[src/rtl/mem_arb_pkg.sv]
// Shared types and default widths for the two-requester memory arbiter.
package mem_arb_pkg;

    localparam int unsigned NUM_REQ     = 2;
    localparam int unsigned DEF_ADDR_W  = 32;
    localparam int unsigned DEF_BLOCK_W = 128;

    typedef enum logic [1:0] {
        ARB_IDLE  = 2'd0,
        ARB_ISSUE = 2'd1,
        ARB_RESP  = 2'd2
    } arb_state_t;

endpackage

[src/rtl/mem_arbiter_if.sv]
// Requester-side and memory-side bus bundle of the memory arbiter.
interface mem_arbiter_if
    import mem_arb_pkg::*;
#(
    parameter int unsigned ADDR_W  = DEF_ADDR_W,
    parameter int unsigned BLOCK_W = DEF_BLOCK_W
);
    logic [NUM_REQ-1:0]         req_valid;
    logic [NUM_REQ-1:0]         req_ready;
    logic [NUM_REQ-1:0]         req_we;
    logic [NUM_REQ*ADDR_W-1:0]  req_addr;
    logic [NUM_REQ*BLOCK_W-1:0] req_wdata;
    logic [NUM_REQ-1:0]         resp_valid;
    logic [NUM_REQ-1:0]         resp_ready;
    logic [BLOCK_W-1:0]         resp_rdata;

    logic                       req_valid_mem;
    logic                       req_ready_mem;
    logic                       read_en_mem;
    logic                       write_en_mem;
    logic [ADDR_W-1:0]          addr_mem;
    logic [BLOCK_W-1:0]         wdata_mem;
    logic                       resp_valid_mem;
    logic                       resp_ready_mem;
    logic [BLOCK_W-1:0]         rdata_mem;

    logic                       grant_id;
    logic                       busy;

    // Arbiter view.
    modport slave (
        input  req_valid, req_we, req_addr, req_wdata, resp_ready,
               req_ready_mem, resp_valid_mem, rdata_mem,
        output req_ready, resp_valid, resp_rdata, req_valid_mem,
               read_en_mem, write_en_mem, addr_mem, wdata_mem,
               resp_ready_mem, grant_id, busy
    );

    // Environment view (requesters plus memory).
    modport master (
        output req_valid, req_we, req_addr, req_wdata, resp_ready,
               req_ready_mem, resp_valid_mem, rdata_mem,
        input  req_ready, resp_valid, resp_rdata, req_valid_mem,
               read_en_mem, write_en_mem, addr_mem, wdata_mem,
               resp_ready_mem, grant_id, busy
    );

endinterface

[src/rtl/rr_arbiter2.sv]
// Two-way round-robin winner select with the last-grant pointer.
module rr_arbiter2
    import mem_arb_pkg::*;
(
    input  logic               clk,
    input  logic               rst,
    input  logic [NUM_REQ-1:0] i_req,
    input  logic               i_update,
    input  logic               i_update_id,
    output logic               o_any_c,
    output logic               o_win_c
);
    logic r_last;

    // Pointer starts at 1 so requester 0 wins the first tie.
    always_ff @(posedge clk) begin
        if (!rst) begin
            r_last <= 1'b1;
        end else if (i_update) begin
            r_last <= i_update_id;
        end
    end

    // Tie goes to the requester not served last; a lone requester always wins.
    always_comb begin
        o_any_c = |i_req;
        o_win_c = 1'b0;
        if (&i_req) begin
            o_win_c = ~r_last;
        end else begin
            o_win_c = i_req[1];
        end
    end

endmodule

[src/rtl/mem_arbiter.sv]
// Arbitrates I-cache and D-cache line transfers onto one memory port.
module mem_arbiter
    import mem_arb_pkg::*;
#(
    parameter int unsigned ADDR_W  = DEF_ADDR_W,
    parameter int unsigned BLOCK_W = DEF_BLOCK_W
)(
    input  logic          clk,
    input  logic          rst,
    mem_arbiter_if.slave  bus
);
    arb_state_t         r_state;
    arb_state_t         w_state;
    arb_state_t         w_state_nxt;
    logic               r_gid;
    logic               r_we;
    logic [ADDR_W-1:0]  r_addr;
    logic [BLOCK_W-1:0] r_wdata;

    logic               w_any;
    logic               w_win;
    logic               w_latch;
    logic               w_update;
    logic [ADDR_W-1:0]  w_sel_addr;
    logic [BLOCK_W-1:0] w_sel_wdata;

    // Holding reset forces idle behaviour so a stale transaction drives nothing.
    assign w_state = rst ? r_state : ARB_IDLE;

    rr_arbiter2 u_rr (
        .clk         (clk),
        .rst         (rst),
        .i_req       (bus.req_valid),
        .i_update    (w_update),
        .i_update_id (r_gid),
        .o_any_c     (w_any),
        .o_win_c     (w_win)
    );

    assign w_sel_addr  = w_win ? bus.req_addr[2*ADDR_W-1 -: ADDR_W]
                               : bus.req_addr[ADDR_W-1:0];
    assign w_sel_wdata = w_win ? bus.req_wdata[2*BLOCK_W-1 -: BLOCK_W]
                               : bus.req_wdata[BLOCK_W-1:0];

    // State and transaction latch; request fields are frozen at acceptance.
    always_ff @(posedge clk) begin
        if (!rst) begin
            r_state <= ARB_IDLE;
            r_gid   <= 1'b0;
            r_we    <= 1'b0;
            r_addr  <= '0;
            r_wdata <= '0;
        end else begin
            r_state <= w_state_nxt;
            if (w_latch) begin
                r_gid   <= w_win;
                r_we    <= bus.req_we[w_win];
                r_addr  <= w_sel_addr;
                r_wdata <= w_sel_wdata;
            end
        end
    end

    // Next state and handshake outputs.
    always_comb begin
        w_state_nxt        = w_state;
        w_latch            = 1'b0;
        w_update           = 1'b0;
        bus.req_ready      = '0;
        bus.resp_valid     = '0;
        bus.resp_rdata     = '0;
        bus.req_valid_mem  = 1'b0;
        bus.read_en_mem    = 1'b0;
        bus.write_en_mem   = 1'b0;
        bus.resp_ready_mem = 1'b0;
        case (w_state)
            ARB_IDLE: begin
                if (w_any) begin
                    bus.req_ready[w_win] = 1'b1;
                    w_latch              = 1'b1;
                    w_state_nxt          = ARB_ISSUE;
                end
            end
            ARB_ISSUE: begin
                bus.req_valid_mem = 1'b1;
                bus.write_en_mem  = r_we & bus.req_ready_mem;
                bus.read_en_mem   = ~r_we & bus.req_ready_mem;
                if (bus.req_ready_mem) begin
                    if (r_we) begin
                        w_update    = 1'b1;
                        w_state_nxt = ARB_IDLE;
                    end else begin
                        w_state_nxt = ARB_RESP;
                    end
                end
            end
            ARB_RESP: begin
                bus.resp_ready_mem    = bus.resp_ready[r_gid];
                bus.resp_valid[r_gid] = bus.resp_valid_mem;
                bus.resp_rdata        = bus.rdata_mem;
                if (bus.resp_valid_mem && bus.resp_ready[r_gid]) begin
                    w_update    = 1'b1;
                    w_state_nxt = ARB_IDLE;
                end
            end
            default: begin
                w_state_nxt = ARB_IDLE;
            end
        endcase
    end

    assign bus.addr_mem  = rst ? r_addr  : '0;
    assign bus.wdata_mem = rst ? r_wdata : '0;
    assign bus.grant_id  = rst ? r_gid   : 1'b0;
    assign bus.busy      = (w_state != ARB_IDLE);

endmodule
[src/flat_wrapper.sv]
// flat-port wrapper written by rule: the top's interface ports become plain ports
module mem_arbiter_flat import mem_arb_pkg::*;
#(
    parameter int unsigned ADDR_W  = DEF_ADDR_W,
    parameter int unsigned BLOCK_W = DEF_BLOCK_W
)
  (clk, rst, bus_req_valid, bus_req_we, bus_req_addr, bus_req_wdata, bus_resp_ready, bus_req_ready_mem, bus_resp_valid_mem, bus_rdata_mem, bus_req_ready, bus_resp_valid, bus_resp_rdata, bus_req_valid_mem, bus_read_en_mem, bus_write_en_mem, bus_addr_mem, bus_wdata_mem, bus_resp_ready_mem, bus_grant_id, bus_busy);
  mem_arbiter_if #(.ADDR_W(ADDR_W), .BLOCK_W(BLOCK_W)) bus_i ();
  input  logic clk;
  input  logic rst;
  input wire logic [$bits(bus_i.req_valid)-1:0] bus_req_valid;
  input wire logic [$bits(bus_i.req_we)-1:0] bus_req_we;
  input wire logic [$bits(bus_i.req_addr)-1:0] bus_req_addr;
  input wire logic [$bits(bus_i.req_wdata)-1:0] bus_req_wdata;
  input wire logic [$bits(bus_i.resp_ready)-1:0] bus_resp_ready;
  input wire logic [$bits(bus_i.req_ready_mem)-1:0] bus_req_ready_mem;
  input wire logic [$bits(bus_i.resp_valid_mem)-1:0] bus_resp_valid_mem;
  input wire logic [$bits(bus_i.rdata_mem)-1:0] bus_rdata_mem;
  output wire logic [$bits(bus_i.req_ready)-1:0] bus_req_ready;
  output wire logic [$bits(bus_i.resp_valid)-1:0] bus_resp_valid;
  output wire logic [$bits(bus_i.resp_rdata)-1:0] bus_resp_rdata;
  output wire logic [$bits(bus_i.req_valid_mem)-1:0] bus_req_valid_mem;
  output wire logic [$bits(bus_i.read_en_mem)-1:0] bus_read_en_mem;
  output wire logic [$bits(bus_i.write_en_mem)-1:0] bus_write_en_mem;
  output wire logic [$bits(bus_i.addr_mem)-1:0] bus_addr_mem;
  output wire logic [$bits(bus_i.wdata_mem)-1:0] bus_wdata_mem;
  output wire logic [$bits(bus_i.resp_ready_mem)-1:0] bus_resp_ready_mem;
  output wire logic [$bits(bus_i.grant_id)-1:0] bus_grant_id;
  output wire logic [$bits(bus_i.busy)-1:0] bus_busy;
  assign bus_i.req_valid = bus_req_valid;
  assign bus_i.req_we = bus_req_we;
  assign bus_i.req_addr = bus_req_addr;
  assign bus_i.req_wdata = bus_req_wdata;
  assign bus_i.resp_ready = bus_resp_ready;
  assign bus_i.req_ready_mem = bus_req_ready_mem;
  assign bus_i.resp_valid_mem = bus_resp_valid_mem;
  assign bus_i.rdata_mem = bus_rdata_mem;
  assign bus_req_ready = bus_i.req_ready;
  assign bus_resp_valid = bus_i.resp_valid;
  assign bus_resp_rdata = bus_i.resp_rdata;
  assign bus_req_valid_mem = bus_i.req_valid_mem;
  assign bus_read_en_mem = bus_i.read_en_mem;
  assign bus_write_en_mem = bus_i.write_en_mem;
  assign bus_addr_mem = bus_i.addr_mem;
  assign bus_wdata_mem = bus_i.wdata_mem;
  assign bus_resp_ready_mem = bus_i.resp_ready_mem;
  assign bus_grant_id = bus_i.grant_id;
  assign bus_busy = bus_i.busy;
  mem_arbiter #(.ADDR_W(ADDR_W), .BLOCK_W(BLOCK_W)) u_core (.clk(clk), .rst(rst), .bus(bus_i));
endmodule
[config.mk]
export PLATFORM = sky130hd
export DESIGN_NAME = mem_arbiter_flat
export DESIGN_NICKNAME = d
export VERILOG_FILES = /design/src/rtl/mem_arb_pkg.sv /design/src/rtl/mem_arbiter_if.sv /design/src/rtl/rr_arbiter2.sv /design/src/rtl/mem_arbiter.sv /design/src/flat_wrapper.sv
export SDC_FILE = /design/constraint.sdc
export NUM_CORES = 1
export LEC_CHECK = 0
export BUFFER_PORTS_ARGS = -buffer_cell sky130_fd_sc_hd__buf_2
export CAP_MARGIN = 20
export CORE_AREA = 2 2 298 300
export CTS_CLUSTER_DIAMETER = 120
export DETAILED_ROUTE_END_ITERATION = 12
export DIE_AREA = 0 0 300 302
export PLACE_DENSITY = 0.35
export REMOVE_ABC_BUFFERS = 1
export SYNTH_ARGS = -nofsm -noshare
export SYNTH_HDL_FRONTEND = slang
export SYNTH_HIERARCHICAL = 1
export SYNTH_SLANG_ARGS = --single-unit
[constraint.sdc]
create_clock -name clk -period 2.45 [get_ports clk]
set_input_delay 0 -clock clk [delete_from_list [all_inputs] [get_ports clk]]
set_output_delay 0 -clock clk [all_outputs]
set_load 0.03 [all_outputs]
* Word level (Yosys, flattened, before mapping)
Index checks and enable logic that the tools add are counted.
Operators by class: order comparisons 4, equal/unequal tests 2, multiplexer cells 34, bitwise gates (word level) 5, reduce and logical (&&, ||, !) cells 7
Operator list (count):
- $mux W128 | 3
- $mux W32 | 2
- $mux W1 | 17
- $mux W2 | 8
- $pmux W2 S3 | 1
- $lt A1 B2 Y1 const B | 2
- $logic_and A1 B1 Y1 | 3
- $and A1 B1 Y1 | 2
- $and A2 B2 Y2 | 1
- $demux W1 S1 | 2
- $eq A2 B1 Y1 const B | 1
- $eq A2 B2 Y1 const B | 1
- $ge A1 B1 Y1 const B | 2
- $logic_not A2 Y1 | 1
- $not A1 Y1 | 2
- $pmux W1 S2 | 1
- $reduce_and A2 Y1 | 1
- $reduce_bool A2 Y1 | 1
- $reduce_or A2 Y1 | 1
Word-level totals: bits in registers 165, bits of input ports 458, logic and storage cells 58

* Depth between registers and ports, before layout
Gate-level depths: netlist (run 1).
depth in word-level cells 8, gate-level depth with buffers 11, gate-level depth less buffers 7

* Modules after synthesis
Netlist (run 1), hierarchy kept.
Modules (own cells, without submodules):
- mem_arbiter | instances 1, cells an instance 1077, area an instance 9771.9 um^2, sequential area each 3283.1 um^2
- rr_arbiter2 | instances 1, cells an instance 5, area an instance 47.5 um^2, sequential area each 20.0 um^2

* Worst setup path before layout (run 1)
Ideal clock, no wire load.
kind flip-flop to flip-flop, start reg u_core.r_state[1], end reg u_core.u_rr.r_last, library setup time 0.115 ns, arrival 1.740 ns, required time 2.335 ns, setup slack 0.595 ns, cell stages (with the launch flop) 8, path buffers 0, cells stage by stage dfxtp_1 -> and2_1 -> inv_1 -> ha_1 -> and3_1 -> o21a_1 -> mux2i_1 -> nand2_1
Between the ends: word-level cells in the longest chain between the ends 3, elaborated cells on any way between the ends 4, those cells by class eq/ne: 2; mux: 2
RTL lines:
- from (decl) | RTL line mem_arbiter.sv:12 | arb_state_t r_state;
- from (signal assigned) | RTL line mem_arbiter.sv:54 | r_state <= w_state_nxt;
- $mux W2 * | RTL line mem_arbiter.sv:28 | assign w_state = rst ? r_state : ARB_IDLE;
- $eq A2 B2 Y1 / $eq A2 B1 Y1 (equally long branches) | RTL line mem_arbiter.sv:76 | case (w_state)
- $pmux W1 S2 * | RTL line mem_arbiter.sv:76
- named net u_core.w_update | RTL line mem_arbiter.sv:23 | logic w_update;
- to (signal assigned) | RTL line rr_arbiter2.sv:20 | r_last <= i_update_id;
- to (decl) | RTL line rr_arbiter2.sv:13 | logic r_last;
The timed path passes the listed nets; every way through them passes the cells marked *. A chain may end at the register's enable or synchronous reset.

* Final worst setup path (run 1)
start reg u_core.u_rr.r_last, end reg u_core.r_wdata[54]
Between the ends: word-level cells in the longest chain between the ends 3
RTL lines:
- $not A1 Y1 | RTL line rr_arbiter2.sv:29 | o_win_c = ~r_last;
- $mux W1 | RTL line rr_arbiter2.sv:28 | if (&i_req) begin
- named net u_core.w_win | RTL line mem_arbiter.sv:21 | logic w_win;
- $mux W128 | RTL line mem_arbiter.sv:42 | assign w_sel_wdata = w_win ? bus.req_wdata[2*BLOCK_W-1 -: BLOCK_W]
- to (signal assigned) | RTL line mem_arbiter.sv:59 | r_wdata <= w_sel_wdata;
- to (decl) | RTL line mem_arbiter.sv:18 | logic [BLOCK_W-1:0] r_wdata;
The timed path passes the listed nets, and every way through them passes these cells.

==> flow_summary_export.csv, run 1 <==
group,metric,value,unit
run_status,outcome,"finished clean",
floorplan,die_x,300,um
sta,max_freq,0.433,GHz
run,drv_cap,0,
yosys,synth_area_leaders,"dfxtp_1 (34%), and2_1 (19%), mux2i_1 (17%)",
clocking,cts.sinks,165,
sta,setup_slack,0.143,ns
final_layout,drive_gt1_share,38.6,%
yosys,async_reset_ff_share,0,%
place,placed_cell_area,0.0148,mm^2
floorplan,io_pins,756,
yosys,yosys.area.top_type_share,33.6,%
final_layout,final_area,0.0187,mm^2
sta,finalHoldViolCount,0,
detailed_routing,dr.first_iter.drc_count,317,
yosys,netlist-cell-type-count,27,
setup_path,cp-end-kind,"register",
grt,grt_usage,11.9,%
floorplan,die_y,302,um
setup_path,cp_slowest_stage_delay,0.59,ns
sta,period_share,94.2,%
detailed_routing,ant_nets,0,
yosys,yosysTopAreaCell,"dfxtp_1",
detailed_routing,wl,56300,um
worst_hold_path,hold_path_class,"input port to register",
setup_path,worstPathArrival,2.70,ns
clocking,path_clk_slew,0.07,ns
detailed_routing,drc_errors,0,
setup_path,path_class,"register to register",
pwr,power.density,461,mW/mm^2
grt,grt_overflow,0,
grt,grt_pass1_vias,12300,
yosys,syn_area,0.00982,mm^2
clocking,cts_buffer_depth,2,
sta,fin_hold_ws,0.0551,ns
detailed_routing,drt-wirelength-per-cell,17.1,um
setup_path,slowest_stage,"dlygate4sd3_1",
setup_path,crit_chain,"a21boi_4 > buf_12 > buf_12 > mux2i_1 > dlygate4sd3_1 > nand2_1 > o211a_1",
yosys,synth.avg_cell_area,9.08,um^2
detailed_routing,first_pass_iters,4,
setup_path,reg2reg_depth,7,
final_layout,layout.nets,2565,
clocking,root_buffer,"clkbuf_16",
detailed_routing,routed_via_density,3.60,
yosys,yosysSeqAreaShare,33.6,%
clocking,cts_buffers,17,
sta,setup_viol,0,
floorplan,placementRows,109,
yosys,synth_most_common_cell,"and2_1",
floorplan,initial_core_util,11.2,%
clocking,tritoncts,"yes",
setup_path,start_kind,"register",
sta,slew_headroom,52.7,%
clocking,cts_setup_buffers,0,
grt,antenna_found_initial,21,
worst_hold_path,hold_depth,4,
yosys,ys_top_cells_by_count,"and2_1 (292), nand2_1 (167), dfxtp_1 (165), mux2i_1 (163), o211a_1 (161)",
clocking,htreeDepth,4,
place,place_worst_setup_slack,0.478,ns
pwr,vdd_drop_max,0.000536,V
place,hpwlAfterDp,45100,um
final_layout,area_growth,90.3,%
final_layout,stdcell_count,3287,
floorplan,fp.dieArea,0.0906,mm^2
sta,rsz0062_at_grt,"false",
setup_path,crit_path_max_fanout,48,
clocking,insertion_delay,0.50,ns
grt,grt_pass1_wl,78300,um
floorplan,core-area,0.0876,mm^2
yosys,ys.flop_type,"dfxtp_1",
sta,tightest_slew,0.709,ns
yosys,synth_edf_count,0,
detailed_routing,num_vias,11800,
yosys,syn_inst,1082,
sta,worst_clock_skew,0.0360,ns
setup_path,cp.required,2.84,ns
grt,grt_max_degree,151,
place,placed_cells,2925,
yosys,yosysWarnings,6,
sta,finalMaxSlewViolations,0,
place,gp_congestion,0.921,
setup_path,cpMostUsedCell,"buf_12",
pwr,leakagePower,10.3,nW
place,portBuffers,755,
yosys,ys_ff_latch,165,
sta,layout_min_cycle_time,2.31,ns
[registers in the layout, summed over array words and instances (netlist names)]
| name | count |
|---|---|
| u_core/r_wdata | 128 |
| u_core/r_addr | 32 |
| u_core/r_state | 2 |
| u_core/r_gid | 1 |
| u_core/r_we | 1 |
| u_core/u_rr/r_last | 1 |
[per-layer routing]
layer / wire length (um) / up-vias / global-route usage, %
li1: - / 5736 / -
met1: 19400 / 5541 / 10.9
met2: 29800 / 450 / 22.7
met3: 4070 / 85 / 3.97
met4: 2850 / 24 / 7.11
met5: 178 / - / 0
[final timing paths]
| check | from | to | slack [ns] |
|---|---|---|---|
| hold reg to reg | u_core/r_wdata[3]$_SDFFE_PN0P_ | u_core/r_wdata[3]$_SDFFE_PN0P_ | 0.49 |
| setup reg to reg | u_core/u_rr/r_last$_SDFFE_PN1P_ | u_core/r_wdata[54]$_SDFFE_PN0P_ | 0.14 |
| hold / removal | bus_resp_valid_mem | u_core/r_state[1]$_SDFF_PN0_ | 0.06 |
| setup / recovery | u_core/u_rr/r_last$_SDFFE_PN1P_ | u_core/r_wdata[54]$_SDFFE_PN0P_ | 0.14 |
[timing repair]
item,in CTS,in global routing
hold buffers,323,0
endpoints found under the setup margin,0,1
gates resized for setup,0,1
endpoints found under the hold margin,163,0
[cell families (layout without fill, tap and decap cells)]
kind of cell / count (synthesis) / count (layout) / share of synthesized area [%]
AND/OR/NAND/NOR: 469 / 469 / 25.6
flip-flops: 165 / 165 / 33.6
multiplexers: 163 / 163 / 16.6
adder cells (fa/ha/maj): 5 / 5 / 0.637
other: 0 / 7 / 0
buffers and inverters: 109 / 1142 / 6.45
AO/OA/AOI/OAI: 171 / 171 / 17.0
[cell usage in the layout, fill, tap and decap left out, types with 2 or more instances in the layout]
master and instances:
inv_1 5, o211a_1 161, clkinv_4 4, diode_2 7, mux2i_1 163, nand2_1 167
clkinv_2 2, buf_2 754, nor2b_1 2, and2_1 291, buf_4 14, buf_12 12
dlygate4sd3_1 323, dfxtp_1 165, inv_6 3, ha_1 4, clkinvlp_4 2, nor2_1 2
clkbuf_16 17, o21ai_0 4, bufinv_16 2, and3_1 2
[report_power, final]
part / total (W) / switching [W] / internal, W
clock network: 0.00291 / 0.00138 / 0.00153
logic: 0.00262 / 0.00129 / 0.00133
registers: 0.00309 / 0.000134 / 0.00296
[stage by stage]
stage,power [W],utilization (%),setup TNS (ns)
2_1_floorplan,0.00464,-,-2624.77
3_3_place_gp,0.00527,16.9,0
3_5_place_dp,0.00530,16.9,0
4_1_cts,0.00884,21.3,0
5_1_grt,0.00915,21.3,0
6_report,0.00862,21.3,0
[cell type report]
class	count	area [um^2]
Timing Repair Buffer	1105	7380
Multi-Input combinational cell	808	5910
Clock inverter	15	174
Sequential cell	165	3300
Fill cell	9907	68900
Tap cell	1165	1460
Antenna cell	7	17.5
Inverter	5	18.8
Clock buffer	17	425
[worst max-delay path: cells and delay by family, from the launching register on]
kind                   cells  cell delay, ns
AND/OR/NAND/NOR            1            0.06
buffers and inverters      3            1.13
multiplexers               1            0.27
AO/OA/AOI/OAI              2            0.34
flip-flops                 1            0.34
Note: power is estimated with default switching activity, not from simulation.
==> run 2, diff against run 1 <==
- CORE_AREA: 2 2 298 300 -> 2 2 296 298
- CTS_BUF_LIST: not set -> sky130_fd_sc_hd__clkbuf_4 sky130_fd_sc_hd__clkbuf_8
- DIE_AREA: 0 0 300 302 -> 0 0 298 300
- clock period: 2.45 -> 2.55 ns (I/O delays scaled with it)
==> run 2 against run 1 <==
Effect of this change: hold slack better by 0.067 ns; critical path type unchanged; largest power group unchanged; sequential power is 4% lower; highest routed layer unchanged; critical path depth stayed put; first-iteration DRC count is 11% higher; via count hardly changed; non-clock buffer count is 13 higher; critical endpoint is now u_core/r_wdata[125]$_SDFFE_PN0P_; wire length is 3.1% higher; count of clock-buffer cells in the layout is 3 higher.
==> flow_summary_export.csv, run 2 (synthesis gave the netlist of run 1 again) <==
group,metric,value,unit
detailed_routing,dr.first_iter.drc_count,351,
grt,antenna_found_initial,13,
pwr,vdd_drop_max,0.000296,V
place,placed_cell_area,0.0148,mm^2
pwr,power.total,0.00757,W
floorplan,fp.dieArea,0.0894,mm^2
clocking,path_clk_slew,0.10,ns
final_layout,top_register,"u_core/r_wdata",
setup_path,reg2reg_depth,7,
setup_path,cp-endpoint,"u_core/r_wdata[125]$_SDFFE_PN0P_",
floorplan,placementRows,108,
setup_path,ff2ff_setup_slack,0.12,ns
final_layout,area_growth,88.7,%
sta,rsz0062_at_grt,"false",
sta,setup_tns,0,ns
setup_path,crit_path_max_fanout,49,
final_layout,reg_top3,"u_core/r_wdata (128), u_core/r_addr (32), u_core/r_state (2)",
clocking,cts_buffers,17,
setup_path,start_kind,"register",
detailed_routing,first_pass_iters,4,
detailed_routing,drc_errors,0,
final_layout,layout_commonest_cell,"buf_2",
sta,tightest_slew,0.751,ns
setup_path,worstPathArrival,2.85,ns
sta,fin_hold_ws,0.122,ns
final_layout,drive_gt1_share,38.8,%
detailed_routing,drt-wirelength-per-cell,17.7,um
sta,setup_viol,0,
clocking,insertion_delay,0.53,ns
sta,finalHoldViolCount,0,
worst_hold_path,hold_depth,5,
sta,setup_slack,0.118,ns
floorplan,die_y,300,um
clocking,cts_buffer_depth,2,
detailed_routing,num_vias,11800,
clocking,root_buffer,"clkbuf_8",
setup_path,path_class,"register to register",
pwr,power.density,408,mW/mm^2
place,gp_congestion,0.952,
clocking,cts.sinks,165,
final_layout,final_area,0.0185,mm^2
setup_path,cp.required,2.97,ns
setup_path,regToRegEndpoint,"u_core/r_wdata[125]$_SDFFE_PN0P_",
sta,max_freq,0.411,GHz
worst_hold_path,hold_path_class,"input port to register",
detailed_routing,wl,58100,um
final_layout,largest_reg_flops,128,
detailed_routing,ant_nets,0,
sta,finalMaxSlewViolations,0,
pwr,leakagePower,10.3,nW
floorplan,initial_core_util,11.4,%
run_status,outcome,"finished clean",
clocking,tritoncts,"yes",
setup_path,rr_startpoint,"u_core/u_rr/r_last$_SDFFE_PN1P_",
sta,period_share,95.4,%
setup_path,cp-end-kind,"register",
grt,grt_pass1_vias,12100,
place,portBuffers,755,
final_layout,layout.nets,2578,
place,hpwlAfterDp,46800,um
sta,slew_headroom,50.0,%
setup_path,critPathLaunch,"u_core/u_rr/r_last$_SDFFE_PN1P_",
floorplan,core-area,0.0862,mm^2
grt,grt_max_degree,175,
sta,worst_clock_skew,0.0238,ns
place,place_worst_setup_slack,0.458,ns
grt,grt_pass1_wl,81200,um
final_layout,final_cell_mix,"buf_2 (754), dlygate4sd3_1 (328), and2_1 (291)",
floorplan,io_pins,756,
grt,grt_overflow,0,
clocking,htreeDepth,4,
floorplan,die_x,298,um
detailed_routing,routed_via_density,3.60,
sta,layout_min_cycle_time,2.43,ns
run,drv_cap,0,
grt,grt_usage,12.4,%
-- run 2: stage by stage --
step,util (%),cells
after floorplan,-,978
after global placement,17.2,2920
after detailed placement,17.2,2920
after CTS,21.4,3280
after global routing,21.5,3282
final,21.5,3285
-- run 2: worst min-delay path by stage --
stage                                 endpoint  slack (ns)               from
2_1_floorplan  u_core/u_rr/r_last$_SDFFE_PN1P_        0.06                rst
5_1_grt         u_core/r_addr[24]$_SDFFE_PN0P_        0.11   bus_req_valid[0]
6_report             u_core/r_gid$_SDFFE_PN0P_        0.12   bus_req_valid[0]
3_3_place_gp   u_core/r_wdata[86]$_SDFFE_PN0P_        0.35  bus_req_wdata[86]
3_5_place_dp      u_core/r_state[0]$_SDFF_PN0_        0.34  bus_req_ready_mem
4_1_cts              u_core/r_gid$_SDFFE_PN0P_        0.04   bus_req_valid[0]
-- run 2: critical path: stages (launching register included) --
cell and delay (ns):
dfxtp_1 0.35, a21boi_4 0.21, buf_12 0.24, buf_16 0.30
mux2i_2 0.35, dlygate4sd3_1 0.65, nand2_1 0.07, o211a_1 0.11
-- run 2: final cells by class --
type	instances	area (um^2)
Antenna cell	3	7.51
Inverter	5	18.8
Clock buffer	20	263
Timing Repair Buffer	1118	7460
Multi-Input combinational cell	808	5910
Fill cell	9713	67700
Clock inverter	11	123
Sequential cell	165	3300
Tap cell	1155	1450
-- run 2: repair_timing --
action	in CTS	in global routing
hold endpoints to repair	164	0
setup endpoints to repair	3	2
gates cloned	0	0
setup buffers	1	2
hold buffers	328	0
resized for setup	0	2
pin swaps	1	0
-- run 2: metal layers --
metal	part of all wire (%)	global-route usage, %
met4	3.8	5.43
met1	35	11.8
met3	6.0	3.55
met5	0.22	0
met2	55	24.5
-- run 2: power breakdown --
| group | internal (W) | switching (W) | total [W] |
|---|---|---|---|
| sequential | 0.00284 | 0.000130 | 0.00297 |
| clock | 0.000917 | 0.00115 | 0.00206 |
| combinational | 0.00129 | 0.00125 | 0.00253 |
